File: src/rtl/pwm_pkg.sv
// rtl/pwm_pkg.sv - shared constants and ramp state type for the pwm family
package pwm_pkg;

  localparam int unsigned MAIN_CLK_FREQUENCY = 25_000_000;
  localparam int unsigned USEC_IN_SEC        = 1_000_000;

  typedef enum logic [1:0] {
    IDLE   = 2'd0,
    DRAIN  = 2'd1,
    SWITCH = 2'd2,
    RAMP   = 2'd3
  } ramp_state_t;

endpackage

File: src/rtl/ramp_step.sv
// rtl/ramp_step.sv - saturating single step of cur toward goal
module ramp_step (
  input  logic [15:0] cur,
  input  logic [15:0] goal,
  input  logic [15:0] step,
  output logic [15:0] next
);

  // Move by at most step; land exactly on goal when closer than one step
  always_comb begin
    next = goal;
    if (cur < goal) begin
      if ((goal - cur) > step) next = cur + step;
    end else begin
      if ((cur - goal) > step) next = cur - step;
    end
  end

endmodule

File: src/rtl/pwm_ramp_ctrl.sv
// rtl/pwm_ramp_ctrl.sv - set-point controller slewing pwm duty and switching frequency
module pwm_ramp_ctrl
  import pwm_pkg::*;
#(
  parameter int unsigned RAMP_CYCLES  = 25000,
  parameter int unsigned STEP_USEC    = 10,
  parameter int unsigned DEFAULT_FREQ = 1000
) (
  input  logic        clk,
  input  logic        rst_n,
  input  logic        cmd_valid,
  output logic        cmd_ready,
  input  logic [15:0] cmd_freq,
  input  logic [15:0] cmd_duty_usec,
  input  logic        kill,
  output logic [15:0] freq,
  output logic [15:0] duty_cycle_usec,
  output logic        busy,
  output logic        done,
  output logic        err
);

  localparam int CW = (RAMP_CYCLES > 1) ? $clog2(RAMP_CYCLES) : 1;
  localparam logic [CW-1:0] CNT_LAST  = CW'(RAMP_CYCLES - 1);
  localparam logic [15:0]   STEP      = 16'(STEP_USEC);
  localparam logic [15:0]   FREQ_INIT = 16'(DEFAULT_FREQ);

  ramp_state_t   state, state_next;
  logic [CW-1:0] cnt, cnt_next;
  logic [15:0]   tgt_freq, tgt_freq_next;
  logic [15:0]   tgt_duty, tgt_duty_next;
  logic [15:0]   freq_next, duty_next;
  logic          done_next, err_next;
  logic [15:0]   goal, stepped;
  logic [31:0]   product;
  logic          cmd_ok, tick;

  assign cmd_ready = (state == IDLE) && !kill;
  assign busy      = (state != IDLE);
  assign tick      = (cnt == CNT_LAST);
  assign product   = 32'(cmd_freq) * 32'(cmd_duty_usec);
  assign cmd_ok    = (cmd_freq != 16'd0) && (product <= USEC_IN_SEC);
  assign goal      = (state == DRAIN) ? 16'd0 : tgt_duty;

  ramp_step u_step (
    .cur  (duty_cycle_usec),
    .goal (goal),
    .step (STEP),
    .next (stepped)
  );

  // Next-state, datapath and pulse decode; kill overrides every other path
  always_comb begin
    state_next    = state;
    cnt_next      = cnt;
    tgt_freq_next = tgt_freq;
    tgt_duty_next = tgt_duty;
    freq_next     = freq;
    duty_next     = duty_cycle_usec;
    done_next     = 1'b0;
    err_next      = 1'b0;
    if (kill) begin
      state_next = IDLE;
      duty_next  = 16'd0;
      cnt_next   = '0;
    end else begin
      case (state)
        IDLE: begin
          if (cmd_valid && cmd_ready) begin
            if (!cmd_ok) begin
              err_next = 1'b1;
            end else begin
              tgt_freq_next = cmd_freq;
              tgt_duty_next = cmd_duty_usec;
              cnt_next      = '0;
              if (cmd_freq == freq) begin
                if (cmd_duty_usec == duty_cycle_usec) done_next = 1'b1;
                else state_next = RAMP;
              end else if (duty_cycle_usec == 16'd0) begin
                state_next = SWITCH;
              end else begin
                state_next = DRAIN;
              end
            end
          end
        end
        DRAIN: begin
          if (tick) begin
            cnt_next  = '0;
            duty_next = stepped;
            if (stepped == 16'd0) state_next = SWITCH;
          end else begin
            cnt_next = cnt + 1'b1;
          end
        end
        SWITCH: begin
          freq_next = tgt_freq;
          cnt_next  = '0;
          if (tgt_duty == 16'd0) begin
            state_next = IDLE;
            done_next  = 1'b1;
          end else begin
            state_next = RAMP;
          end
        end
        RAMP: begin
          if (tick) begin
            cnt_next  = '0;
            duty_next = stepped;
            if (stepped == tgt_duty) begin
              state_next = IDLE;
              done_next  = 1'b1;
            end
          end else begin
            cnt_next = cnt + 1'b1;
          end
        end
        default: state_next = IDLE;
      endcase
    end
  end

  // State and output registers
  always_ff @(posedge clk or negedge rst_n) begin
    if (!rst_n) begin
      state           <= IDLE;
      cnt             <= '0;
      tgt_freq        <= FREQ_INIT;
      tgt_duty        <= 16'd0;
      freq            <= FREQ_INIT;
      duty_cycle_usec <= 16'd0;
      done            <= 1'b0;
      err             <= 1'b0;
    end else begin
      state           <= state_next;
      cnt             <= cnt_next;
      tgt_freq        <= tgt_freq_next;
      tgt_duty        <= tgt_duty_next;
      freq            <= freq_next;
      duty_cycle_usec <= duty_next;
      done            <= done_next;
      err             <= err_next;
    end
  end

endmodule

File: config.mk
export PLATFORM = sky130hd
export DESIGN_NAME = pwm_ramp_ctrl
export DESIGN_NICKNAME = d
export VERILOG_FILES = /design/src/rtl/pwm_pkg.sv /design/src/rtl/ramp_step.sv /design/src/rtl/pwm_ramp_ctrl.sv
export SDC_FILE = /design/constraint.sdc
export NUM_CORES = 1
export LEC_CHECK = 0
export ABC_AREA = 1
export CAP_MARGIN = 15
export CELL_PAD_IN_SITES_DETAIL_PLACEMENT = 0
export CELL_PAD_IN_SITES_GLOBAL_PLACEMENT = 1
export CORE_MARGIN = 4
export CORE_UTILIZATION = 46
export DETAILED_ROUTE_END_ITERATION = 16
export PLACE_DENSITY = 0.88
export SYNTH_ARGS = -nofsm -noshare
export SYNTH_HDL_FRONTEND = slang
export SYNTH_SLANG_ARGS = --single-unit
File: constraint.sdc
create_clock -name clk -period 5.6 [get_ports clk]
set_clock_uncertainty 0.15 [all_clocks]
set_input_delay 0.56 -clock clk [delete_from_list [all_inputs] [get_ports clk]]
set_output_delay 0.56 -clock clk [all_outputs]
set_load 0.05 [all_outputs]
==> results.yml, run 1 <==
detailed_routing:
  highest_layer: "met4"
  vias: 16805
  drt_pass1_iterations: 6
  post_drt_wl_per_cell_um: 16.3
  ant_nets: 0
  wl_met3_um: 2320
  vias_per_cell: 5.19
  drtIter0Drc: 1107
  wl_um: 52700
  drt-met1-wl_um: 21300
  met2RoutedLength_um: 26900
  drc: 0
floorplanning:
  num_rows: 69
  die-area_um2: 39900
  io_pins: 72
  die_h_um: 200
  core_um2: 35900
  initial_core_util: 0.471
  die_w_um: 200
clock_tree:
  clkLatencyLatePin_ps: 360
  htree_levels: 3
  cts_buffers: 9
  cts_sinks: 83
  cts_tree: "yes"
  clock_path_buffers: 2
  cts_hold_buf: 0
  clk_pin_slew_ps: 70
  root_buffer: "clkbuf_16"
setup_path:
  worstPathArrival_ps: 6710
  worst-path-stages: 33
  crit_type: "input port to flop"
  r2r_setup_slack_ps: 680
  max_stage_delay_ps: 560
  path_buf_inv: 11
  r2r_cells: 27
  r2r_end: "state[0]"
  crit_family: "adder cells"
  crit_fanout: 32
  crit_path_top_delay_cell: "fa_2"
  cp-end-kind: "flop"
  worst-endpoint-required_ps: 5710
  crit_top_cell: "fa_1"
  cp-start-kind: "input port"
  r2r_start: "state[0]"
final_layout:
  fin_area_um2: 21900
  nets: 3140
  regArea_um2: 2090
  antennaDiodeCount: 0
  fillers: 3187
  layout_common_cells: "669 x nand2_1, 524 x inv_1, 220 x buf_4"
  multi_input_area_um2: 13200
  area_delta_synth_final_pct: 29.3
  drive_above_1_share: 0.224
  final_common_cell: "nand2_1"
timing:
  hold_slack_ps: 6.73
  fin_ws_ps: -998
  max_slew_margin: 0.289
  slew_viol_final: 0
  final-setup-viol-count: 51
  max_slew.worst_pin.slew_ps: 1060
  post-route-period-util: 1.18
  hold_viol: 0
  rsz0062_at_grt: "yes"
  fmax_mhz: 152
  min_period_ps: 6600
synth:
  synth_top_area_cell: "fa_1"
  synth.avg_cell_area_um2: 6.76
  synth_ff_type: "dfrtp_1"
  syn-instance-count: 2499
  synth_cell_types: 53
  syn_area_um2: 16900
  synth_nets: 2869
  synth_area_leaders: "fa_1 23%, nand2_1 16%, inv_1 13%, dfrtp_1 11%, ha_1 10%"
  synth_top_area_share: 0.232
  synthArstFlopShare: 1.00
  ys_seq_area_frac: 0.124
  yosysWarnings: 0
  synth-edff-count: 0
  ys_ff_latch: 83
global_route:
  antenna_found_initial: 0
  grt_pass1_vias: 17144
  overflow: 0
  grt_util_all_layers: 0.265
  grt_max_degree: 45
  grt_pass1_wl_um: 85500
place:
  post_dp_cell_area_um2: 19700
  port_buffers: 71
  dpl.hpwl_um: 40300
  gp_congestion: 0.890
hold_path:
  min_path_type: "input port to async pin"
job:
  cap_violations: 0
outcome:
  outcome: "finished, violations left"
  violations: "negative setup slack"
==> cell type report <==
class | instances | area share
Timing Repair Buffer | 356 | 0.160
Clock buffer | 9 | 0.0103
Sequential cell | 83 | 0.0957
Multi-Input combinational cell | 1735 | 0.604
Clock inverter | 7 | 0.00263
Tap cell | 461 | 0.0264
Inverter | 585 | 0.101
==> worst register-to-register path, delay by kind of cell (launching register included) <==
family	cells	cell delay [ps]
fa+ha+maj	1	400
flops	1	530
simple gates	23	3150
buf+inv	3	560
==> repair_timing <==
action                     CTS  global route
setup endpoints to repair   51            51
cloned                      11             4
gates resized for setup    256           157
hold endpoints to repair     0             0
setup buffers               70            11
pin swaps                  113            68
==> metal layers <==
metal | GRT usage | vias up
li1 | - | 8076
met1 | 0.334 | 8101
met2 | 0.466 | 507
met3 | 0.0258 | 121
met4 | 0.107 | 0
met5 | 0 | -
==> Yosys cell counts (all sizes together) (2+ instances only) <==
| cell type | number |
|---|---|
| nand3b | 10 |
| ha | 138 |
| o21bai | 5 |
| a21oi | 59 |
| nor2 | 139 |
| nand4 | 34 |
| o21a | 3 |
| xnor2 | 9 |
| nor3 | 21 |
| a21o | 5 |
| buf | 41 |
| a21boi | 2 |
| nand2 | 734 |
| o22ai | 8 |
| inv | 580 |
| and2 | 2 |
| dfrtp | 71 |
| or2 | 12 |
| fa | 196 |
| dfstp | 12 |
| o21ai | 88 |
| clkbuf | 55 |
| o32ai | 3 |
| clkinv | 5 |
| nor4 | 27 |
| nand3 | 177 |
| xor2 | 57 |
==> cell families (layout without fill, tap and decap cells) <==
group / after synthesis / count (layout) / share of synthesized area
compound gates: 178 / 178 / 0.0583
xor+xnor: 66 / 66 / 0.0342
fa+ha+maj: 334 / 334 / 0.334
buf+inv: 681 / 957 / 0.155
flops: 83 / 83 / 0.124
simple gates: 1157 / 1157 / 0.295
==> registers in the layout, indices dropped and copies added (netlist names) <==
signal           flops
cnt                 15
done                 1
duty_cycle_usec     16
err                  1
freq                16
state                2
tgt_duty            16
tgt_freq            16
==> worst max-delay path by stage <==
stage / start / end
2_1_floorplan: cmd_duty_usec[5] / tgt_duty[0]
3_3_place_gp: cmd_duty_usec[6] / cnt[8]
3_5_place_dp: cmd_duty_usec[6] / cnt[8]
4_1_cts: cmd_duty_usec[6] / cnt[8]
5_1_grt: cmd_freq[7] / tgt_freq[6]
6_report: cmd_freq[7] / tgt_freq[12]
==> stage by stage <==
step	utilization	instances	setup slack, ps	setup TNS [ps]
5_1_grt	0.609	3236	-1200	-57320
6_report	0.609	3236	-998	-46910
3_3_place_gp	0.549	3130	-1770	-86500
4_1_cts	0.596	3227	-909	-43240
2_1_floorplan	-	2499	-730	-34640
3_5_place_dp	0.549	3130	-1810	-90200
Power of run 1 is left out: the tool's default activity adds up to more than one toggle a clock period on the data nets, which glitch-free logic cannot reach.
==> run 2, diff against run 1 <==
--- a/config.mk
+++ b/config.mk
@@ -6,7 +6,6 @@
 export NUM_CORES = 1
 export LEC_CHECK = 0
 export ABC_AREA = 1
-export CAP_MARGIN = 15
 export CELL_PAD_IN_SITES_DETAIL_PLACEMENT = 0
 export CELL_PAD_IN_SITES_GLOBAL_PLACEMENT = 1
 export CORE_MARGIN = 4
==> results of run 2 <==
The final DEF is identical to that of run 1; final timing and power are the same.
Power of run 2 is left out for the same reason.
==> run 3, diff against run 2 <==
--- a/config.mk
+++ b/config.mk
@@ -6,6 +6,7 @@
 export NUM_CORES = 1
 export LEC_CHECK = 0
 export ABC_AREA = 1
+export CAP_MARGIN = 5
 export CELL_PAD_IN_SITES_DETAIL_PLACEMENT = 0
 export CELL_PAD_IN_SITES_GLOBAL_PLACEMENT = 1
 export CORE_MARGIN = 4
==> results of run 3 <==
The final DEF is identical to that of run 1; final timing and power are the same.
Power of run 3 is left out for the same reason.
